**config.mk**
```make
export PLATFORM = sky130hd
export DESIGN_NAME = bullet_launcher
export DESIGN_NICKNAME = d
export VERILOG_FILES = /design/src/rtl/bullet_launcher.sv
export SDC_FILE = /design/constraint.sdc
export NUM_CORES = 1
export LEC_CHECK = 0
export CORE_ASPECT_RATIO = 1.4
export CORE_MARGIN = 1.5
export CORE_UTILIZATION = 42
export CTS_CLUSTER_SIZE = 25
export DETAILED_ROUTE_END_ITERATION = 6
export PLACE_DENSITY = 0.68
export SYNTH_ARGS = -nofsm -noshare
export SYNTH_HDL_FRONTEND = slang
export SYNTH_SLANG_ARGS = --single-unit
```
**constraint.sdc**
```tcl
create_clock -name clk_60hz -period 3.8 [get_ports clk_60hz]
set_input_delay 0.38 -clock clk_60hz [delete_from_list [all_inputs] [get_ports clk_60hz]]
set_output_delay 0.38 -clock clk_60hz [all_outputs]
set_load 0.05 [all_outputs]
```
**src/rtl/bullet_launcher.sv**
```systemverilog
// Bullet launcher: spawns bullets above the ship on fire, moves them up once per frame,
// and drives the bullet pixel for the VGA mixer. Define BULLET_AUTOFIRE_EN for held-button autofire.
module bullet_launcher #(
  parameter int NUM_BULLETS = 4,
  parameter int SPEED       = 4,
  parameter int COOLDOWN    = 15,
  parameter int SPAWN_Y     = 226
) (
  input  logic                   clk_60hz,
  input  logic                   reset,
  input  logic [9:0]             px,
  input  logic [9:0]             py,
  input  logic                   fire,
  input  logic [9:0]             shipX,
  output logic                   pixel,
  output logic                   fired,
  output logic [NUM_BULLETS-1:0] active
);

  localparam logic [9:0] SPEED_W    = 10'(SPEED);
  localparam logic [7:0] COOLDOWN_W = 8'(COOLDOWN);
  localparam logic [9:0] SPAWN_W    = 10'(SPAWN_Y);

  logic                   fire_prev_q, fire_prev_d;
  logic [7:0]             cooldown_q, cooldown_d;
  logic                   fired_q, fired_d;
  logic [NUM_BULLETS-1:0] active_q, active_d;
  logic [9:0]             x_q [NUM_BULLETS];
  logic [9:0]             x_d [NUM_BULLETS];
  logic [9:0]             y_q [NUM_BULLETS];
  logic [9:0]             y_d [NUM_BULLETS];

  logic                   fire_edge;
  logic                   launch_req;
  logic                   free_found;
  logic                   launch;
  logic [NUM_BULLETS-1:0] free_sel;
  logic                   hit;

  assign fire_edge = fire & ~fire_prev_q;

`ifdef BULLET_AUTOFIRE_EN
  assign launch_req = fire_edge | fire;
`else
  assign launch_req = fire_edge;
`endif

  // Lowest-index free slot, judged on start-of-tick flags so a slot expiring now stays busy.
  always_comb begin
    free_sel   = '0;
    free_found = 1'b0;
    for (int i = 0; i < NUM_BULLETS; i++) begin
      if (!active_q[i] && !free_found) begin
        free_sel[i] = 1'b1;
        free_found  = 1'b1;
      end
    end
  end

  assign launch = launch_req & (cooldown_q == 8'd0) & free_found;

  always_comb begin
    fire_prev_d = fire;
    fired_d     = launch;
    active_d    = active_q;
    for (int i = 0; i < NUM_BULLETS; i++) begin
      x_d[i] = x_q[i];
      y_d[i] = y_q[i];
      if (active_q[i]) begin
        if (y_q[i] < SPEED_W) begin
          active_d[i] = 1'b0;
        end else begin
          y_d[i] = y_q[i] - SPEED_W;
        end
      end
      if (launch && free_sel[i]) begin
        active_d[i] = 1'b1;
        x_d[i]      = shipX;
        y_d[i]      = SPAWN_W;
      end
    end
    if (launch) begin
      cooldown_d = COOLDOWN_W;
    end else if (cooldown_q != 8'd0) begin
      cooldown_d = cooldown_q - 8'd1;
    end else begin
      cooldown_d = 8'd0;
    end
  end

  always_ff @(posedge clk_60hz or posedge reset) begin
    if (reset) begin
      fire_prev_q <= 1'b1;
      cooldown_q  <= 8'd0;
      fired_q     <= 1'b0;
      active_q    <= '0;
      for (int i = 0; i < NUM_BULLETS; i++) begin
        x_q[i] <= 10'd0;
        y_q[i] <= 10'd0;
      end
    end else begin
      fire_prev_q <= fire_prev_d;
      cooldown_q  <= cooldown_d;
      fired_q     <= fired_d;
      active_q    <= active_d;
      for (int i = 0; i < NUM_BULLETS; i++) begin
        x_q[i] <= x_d[i];
        y_q[i] <= y_d[i];
      end
    end
  end

  // 3x7 box around each bullet; 11-bit sums keep the bounds from wrapping near 0.
  always_comb begin
    hit = 1'b0;
    for (int i = 0; i < NUM_BULLETS; i++) begin
      if (active_q[i] &&
          ({1'b0, px} + 11'd1 >= {1'b0, x_q[i]}) &&
          ({1'b0, x_q[i]} + 11'd1 >= {1'b0, px}) &&
          ({1'b0, py} + 11'd3 >= {1'b0, y_q[i]}) &&
          ({1'b0, y_q[i]} + 11'd3 >= {1'b0, py})) begin
        hit = 1'b1;
      end
    end
  end

  assign pixel  = hit;
  assign fired  = fired_q;
  assign active = active_q;

endmodule

```
==> impl_metrics.csv, run 1 <==
group,metric,value,unit
die,die_height,172.1,microns
synthesis,syn_nets,1199,
clock_network,cts.path.max_buffers,2,
synthesis,syn-instance-count,991,
drt,wl,23.75,mm
layout,finalNetCount,1306,
drt,drc,0,
layout,diodes,0,
timing,finalHoldViolCount,0,
critical_path,crit_fanout,4,
clock_network,cts_num_sinks,90,
global_routing,grt_start_max_net_pins,54,
pwr,power_frac_comb,16.4,%
clock_network,cts_tree,"built",
layout,fin_util,52.29,%
clock_network,cts-htree-levels,3,
hold_path,min_path_type,"input port to flop",
critical_path,regToRegSetupSlack,1.12,ns
placement,placed_area,9724,sq um
synthesis,synth_flop_cell,"dfrtp_1",
die,ioPinCount,39,
timing,final-setup-viol-count,0,
die,die_w,123.8,microns
die,fp.dieArea,21310,sq um
global_routing,track_usage,23.50,%
pwr,p_sw,0.0006483,W
critical_path,cp-start-kind,"flop",
layout,multiInputGateArea,6082,sq um
synthesis,yosysWarnings,0,
placement,pre_cts_ws,-0.2314,ns
hold_path,min_from,"fire",
timing,fin_ws,0.03241,ns
layout,seq_area,2260,sq um
critical_path,critPathKind,"flop to output pin",
drt,ant_nets,0,
die,initial_utilization,43.08,%
layout,syn_to_final_growth,21.39,%
placement,io_buffers,38,
pwr,swShare,27.41,%
die,coreArea,19920,sq um
global_routing,grt_overflow,0,
drt,avgViaCountPerCell,5.569,
global_routing,antenna_found_initial,0,
synthesis,yosysSeqAreaShare,26.26,%
drt,detailedRoute.firstPassIterationCount,5,
timing,max_freq,265.4,MHz
clock_network,cts-root-buf,"clkbuf_16",
synthesis,synth-async-reset-ratio,100.0,%
clock_network,cts_hold_buf,0,
placement,place_inst,1330,
synthesis,synth_edf_count,0,
pwr,leakage,4.918,nW
status,outcome,"complete, no violations",
pwr,pwr-share-seq,40.5,%
clock_network,numCtsBuffers,9,
drt,drt-initial-drc-count,311,
critical_path,crit_start,"y_q[32]",
synthesis,synth.avg_cell_area,8.659,sq um
die,core.rowCount,61,
pwr,powerDensity,227.1,nW/um^2
critical_path,crit_arrival,3.39,ns
synthesis,syn_area,8581,sq um
drt,wire_per_inst,17.53,microns
layout,instances_no_fill,1355,
timing,finalMaxSlewViolations,0,
global_routing,grt_pass1_vias,7669,
layout,n_fill_cell,1848,
drt,via_count,7546,
timing,fin_crit,3.768,ns
placement,place_hpwl,18.54,mm
global_routing,grt_pass1_wl,38.16,mm
pwr,total_power,0.002365,W
synthesis,synth-seq-cells,90,
clock_network,clk_pin_slew,0.07,ns
placement,gp_congestion,0.9590,
pwr,p_int,0.001717,W
timing,max_slew_margin,54.76,%
timing,worst_slew_pin_slew,0.6786,ns
critical_path,cp.required,3.42,ns
timing,clock_skew,0.009536,ns
timing,period_share,99.15,%
run,maxCapViolCount,0,
critical_path,r2r-start,"cooldown_q[0]",
layout,final_cell_area,10420,sq um
synthesis,yosysUniqueCellTypes,60,
pwr,ir_drop,0.2271,mV
timing,rsz0062_at_grt,"yes",
clock_network,insertion_delay,0.37,ns
pwr,pwr-share-clk,43.1,%
critical_path,cp-end-kind,"output pin",
layout,drive_gt1_share,15.23,%
## flip-flops by register name (all words and copies together) (netlist names)
name,count
active,4
cooldown_q,8
fire_prev_q,1
fired,1
x_q,40
y_q,36
## power by group through the flow
stage | sequential [W] | clock, W | combinational, W
3_5_place_dp | 0.000977 | 0 | 0.000355
4_1_cts | 0.000958 | 0.00103 | 0.000376
3_3_place_gp | 0.000977 | 0 | 0.000346
6_report | 0.000958 | 0.00102 | 0.000389
2_1_floorplan | 0.000977 | 0 | 0.000182
5_1_grt | 0.000958 | 0.00107 | 0.000432
## cells by family (layout without fill, tap and decap cells)
logic type,Yosys count,in the layout,share of synthesized area (%)
and+or+nand+nor,280,280,16.48
AOI/OAI and AO/OA,205,205,14.77
adders and majority gates,175,175,25.52
buffers and inverters,137,249,6.139
xor gates and xnor gates,97,97,9.901
DFF,90,90,26.26
muxes,7,7,0.9331
## cell type report
type / count / area share [%]
Inverter: 115 / 4.168
Clock inverter: 7 / 0.9490
Clock buffer: 9 / 2.162
Tap cell: 252 / 3.027
Multi-Input combinational cell: 764 / 58.39
Sequential cell: 90 / 21.69
Timing Repair Buffer: 118 / 9.610
## per-layer routing
layer  GRT usage, %  part of all wire, %  wire length, microns
met2          42.40                   51                 12110
met1          26.25                   40                  9581
met5              0                    0                     0
met3          3.166                  3.6                   858
met4          12.99                  5.0                  1195
## critical path, stage by stage, from the launching register on
cell and delay [ns]:
dfrtp_1 0.42, ha_2 0.21, nand4_1 0.20, nor3_2 0.19, xnor2_1 0.14, ha_1 0.27, a21oi_1 0.17, o22ai_1 0.10
o41ai_2 0.37, buf_4 0.19, a2111oi_2 0.04, or4_4 0.55, buf_8 0.17
## cells in the final DEF, fill, tap and decap left out, types with 5 or more instances in the layout
cell type / n
ha_1: 169
inv_1: 111
nand2_1: 84
dfrtp_1: 84
o21ai_0: 82
xnor2_1: 80
buf_4: 77
a21oi_1: 46
nand3_1: 46
nor2_1: 36
clkdlybuf4s50_1: 28
nor3_1: 25
nand4_1: 22
nor4_1: 10
xor2_1: 9
o211ai_1: 9
clkbuf_16: 9
a21o_1: 8
nor2b_1: 7
a31oi_1: 7
a211oi_1: 7
and3_1: 6
xnor2_2: 6
or3_1: 5
nand2b_1: 5
nor3_2: 5
o31ai_1: 5
dlygate4sd2_1: 5
dfrtp_2: 5
## final timing paths
| check | cells past startpoint | end |
|---|---|---|
| max in group asynchronous | 3 | fire_prev_q |
| worst min-delay path | 1 | fire_prev_q |
| worst max register to register | 8 | x_q[20] |
| min in group asynchronous | 2 | x_q[31] |
| worst max-delay path | 12 | pixel |
| worst min register to register | 1 | cooldown_q[0] |
## repair_timing
item | in CTS | in global routing
setup buffers | 7 | 2
endpoints found under the setup margin | 1 | 1
pin swaps | 23 | 27
resized for setup | 48 | 26
## metrics by stage
| stage | TNS [ns] | hold slack (ns) |
|---|---|---|
| after floorplan | 0 | 0.3845 |
| after global placement | -0.1839 | 0.4906 |
| after detailed placement | -0.2314 | 0.5207 |
| after CTS | 0 | 0.4345 |
| after global routing | -0.08462 | 0.4497 |
| final | 0 | 0.4407 |
## cell usage after synthesis, drive strengths merged (2+ instances only)
| master | n | area share, % |
|---|---|---|
| o211ai | 9 | 0.79 |
| o21a | 3 | 0.26 |
| nand4 | 22 | 1.6 |
| or2 | 4 | 0.29 |
| o41ai | 5 | 0.99 |
| or3 | 5 | 0.36 |
| nor3b | 2 | 0.23 |
| xnor2 | 87 | 8.9 |
| a41o | 2 | 0.23 |
| a2111oi | 4 | 0.41 |
| o31a | 3 | 0.31 |
| a211o | 4 | 0.41 |
| mux2i | 2 | 0.23 |
| clkbuf | 14 | 0.61 |
| inv | 115 | 5.0 |
| a21boi | 2 | 0.17 |
| nand3 | 48 | 2.9 |
| o21ai | 86 | 5.0 |
| o21bai | 2 | 0.17 |
| o31ai | 6 | 0.52 |
| buf | 8 | 0.50 |
| mux2 | 5 | 0.70 |
| a31oi | 7 | 0.51 |
| a211oi | 11 | 0.96 |
| xor2 | 10 | 1.0 |
| nand2 | 84 | 3.7 |
| and3 | 6 | 0.44 |
| nand2b | 6 | 0.47 |
| or3b | 2 | 0.20 |
| nor4 | 13 | 1.0 |
| nor3 | 31 | 1.8 |
| a21o | 8 | 0.70 |
| nor2 | 39 | 1.7 |
| or4 | 3 | 0.26 |
| ha | 175 | 26 |
| and4 | 2 | 0.20 |
| a21oi | 46 | 2.7 |
| nor2b | 8 | 0.67 |
| dfrtp | 89 | 26 |
| o22ai | 3 | 0.22 |
(Power assumes the default switching activity.)
==> inputs of run 2 (changes only) <==
--- a/config.mk
+++ b/config.mk
@@ -8,6 +8,7 @@
 export CORE_ASPECT_RATIO = 1.4
 export CORE_MARGIN = 1.5
 export CORE_UTILIZATION = 42
+export CTS_CLUSTER_DIAMETER = 150
 export CTS_CLUSTER_SIZE = 25
 export DETAILED_ROUTE_END_ITERATION = 6
 export PLACE_DENSITY = 0.68
==> results of run 2 <==
Final layout, timing and power as in run 1 (identical DEF).
==> inputs of run 3 (changes only) <==
--- a/config.mk
+++ b/config.mk
@@ -7,11 +7,11 @@
 export LEC_CHECK = 0
 export CORE_ASPECT_RATIO = 1.4
 export CORE_MARGIN = 1.5
-export CORE_UTILIZATION = 42
+export CORE_UTILIZATION = 45
 export CTS_CLUSTER_DIAMETER = 150
-export CTS_CLUSTER_SIZE = 25
+export CTS_CLUSTER_SIZE = 10
 export DETAILED_ROUTE_END_ITERATION = 6
-export PLACE_DENSITY = 0.68
+export PLACE_DENSITY = 0.74
 export SYNTH_ARGS = -nofsm -noshare
 export SYNTH_HDL_FRONTEND = slang
 export SYNTH_SLANG_ARGS = --single-unit
==> constraint.sdc (replaced) <==
create_clock -name clk_60hz -period 3.2 [get_ports clk_60hz]
set_input_delay 0.32 -clock clk_60hz [delete_from_list [all_inputs] [get_ports clk_60hz]]
set_output_delay 0.32 -clock clk_60hz [all_outputs]
set_load 0.05 [all_outputs]
==> run 3 against run 2 <==
Compared with the run above: the flow now finishes with violations (negative setup slack); wire length is 1.7% higher; clock power grew 8%; count of clock-buffer cells in the layout unchanged; sequential power is 19% higher; combinational power rose by 23%; register-to-register slack worse by 0.55 ns; hold slack lost 0.096 ns; global-route usage grew 1.7 points.
==> impl_metrics.csv, run 3 (synthesis gave the netlist of run 1 again) <==
group,metric,value,unit
timing,worst_slew_pin_slew,0.6806,ns
die,core.rowCount,59,
die,die_w,119.7,microns
pwr,pwr-share-seq,41.9,%
pwr,p_sw,0.0007978,W
drt,avgViaCountPerCell,5.540,
global_routing,grt_start_max_net_pins,38,
timing,period_share,113.5,%
drt,detailedRoute.firstPassIterationCount,5,
pwr,powerDensity,248.2,nW/um^2
die,die_height,166.4,microns
global_routing,grt_pass1_vias,8289,
hold_path,min_path_type,"input port to async pin",
die,initial_utilization,46.13,%
clock_network,insertion_delay,0.36,ns
clock_network,numCtsBuffers,9,
timing,fin_ws,-0.4327,ns
clock_network,cts.path.max_buffers,2,
critical_path,crit_arrival,3.31,ns
global_routing,antenna_found_initial,0,
layout,layout_common_cells,"ha_1 (170), buf_4 (154), inv_1 (110)",
critical_path,cp_cell_sequence,"ha_1, nand3_1, nor3_2, buf_4, xnor2_1, ha_1, a211o_1, a211oi_1, buf_4, o31ai_2, o211ai_1, a2111oi_2, or4_4, buf_8",
layout,diodes,0,
global_routing,grt_pass1_wl,39.63,mm
clock_network,cts_num_sinks,90,
timing,finalMaxSlewViolations,0,
placement,gp_congestion,0.9187,
layout,largest_reg_flops,40,
critical_path,max_stage_delay,0.45,ns
layout,n_fill_cell,1628,
clock_network,cts-root-buf,"clkbuf_16",
pwr,pwr-share-clk,40.4,%
drt,drc,0,
critical_path,critPathKind,"flop to output pin",
run,maxCapViolCount,0,
layout,top_regs,"x_q: 40 flops, y_q: 36 flops, cooldown_q: 8 flops",
placement,place_hpwl,19.46,mm
drt,wl,24.16,mm
pwr,p_int,0.001915,W
critical_path,cp-end-kind,"output pin",
status,violations,"negative setup slack",
die,fp.dieArea,19920,sq um
layout,finalNetCount,1382,
layout,regMostFlops,"x_q",
critical_path,cp-start-kind,"flop",
drt,via_count,7883,
pwr,ir_drop,0.3070,mV
drt,ant_nets,0,
timing,clock_skew,0.009520,ns
drt,drt-initial-drc-count,466,
clock_network,clk_pin_slew,0.08,ns
timing,max_freq,275.3,MHz
timing,whs,0.3443,ns
layout,drive_gt1_share,21.12,%
timing,rsz0062_at_grt,"yes",
timing,finalHoldViolCount,0,
timing,max_slew_margin,54.13,%
layout,syn_to_final_growth,27.40,%
critical_path,cp.required,2.88,ns
die,coreArea,18600,sq um
timing,fin_crit,3.633,ns
pwr,power_frac_comb,17.7,%
clock_network,cts_tree,"built",
pwr,leakage,5.236,nW
global_routing,track_usage,25.18,%
timing,setup_tns,-0.4327,ns
critical_path,cp_slowest_cell,"or4_4",
die,ioPinCount,39,
clock_network,cts-htree-levels,3,
timing,final-setup-viol-count,1,
placement,io_buffers,38,
status,outcome,"finished with violations",
drt,wire_per_inst,16.98,microns
critical_path,crit_fanout,3,
global_routing,grt_overflow,0,
pwr,swShare,29.40,%
layout,final_common_cell,"ha_1",
## run 3: final cells by class
class	count	area (sq um)	share of cell area, %
Multi-Input combinational cell	764	6081	55.63
Sequential cell	90	2255	20.62
Timing Repair Buffer	194	1559	14.26
Inverter	115	434.2	3.972
Tap cell	244	305.3	2.793
Clock buffer	9	225.2	2.060
Clock inverter	7	72.57	0.6638
## run 3: final timing paths
kind,from,to,slack (ns),cells after the start
setup / recovery,x_q[10],pixel,-0.43,14
hold / removal,reset,y_q[28],0.34,2
min in group clk_60hz,fire,fire_prev_q,0.38,1
max in group asynchronous,reset,fire_prev_q,2.15,3
setup reg to reg,cooldown_q[0],x_q[10],0.57,7
hold reg to reg,cooldown_q[0],cooldown_q[0],0.49,1
## run 3: through the flow
step / utilization [%] / std cells / setup slack [ns] / power, W / area [sq um]
floorplan: - / 991 / 0.07270 / 0.001376 / 8584
global placement: 55.47 / 1402 / -0.5896 / 0.001584 / 10320
detailed placement: 55.47 / 1402 / -0.7937 / 0.001602 / 10320
CTS: 58.20 / 1421 / -0.4700 / 0.002723 / 10830
global route: 58.76 / 1423 / -0.5700 / 0.002829 / 10930
finish: 58.76 / 1423 / -0.4327 / 0.002713 / 10930
## run 3: what timing repair did
item                                    CTS  global route
pin swaps                                26            16
buffers inserted                          3             2
hold buffers                              0             0
gates resized for setup                  51            20
endpoints found under the setup margin    1             1
## run 3: routing by layer
layer / wire length, microns / global-route usage, % / vias up
li1: - / - / 3871
met5: 0 / 0 / -
met4: 1521 / 16.25 / 0
met3: 743 / 3.365 / 89
met2: 12430 / 45.85 / 185
met1: 9468 / 26.93 / 3738
## run 3: power by group through the flow
stage	Sequential (W)	Clock, W	Combinational [W]
final	0.00114	0.00110	0.000480
after global routing	0.00114	0.00116	0.000533
after global placement	0.00116	0	0.000424
after detailed placement	0.00116	0	0.000442
after floorplan	0.00116	0	0.000216
after CTS	0.00114	0.00112	0.000466
## run 3: worst max-delay path, delay by kind of cell (launching register included)
kind                     cells  cell delay (ns)
XOR/XNOR                     1             0.08
buffers and inverters        3             0.48
AO/OA/AOI/OAI                5             0.77
flip-flops                   1             0.39
adder cells (fa/ha/maj)      2             0.41
AND/OR/NAND/NOR              3             0.82
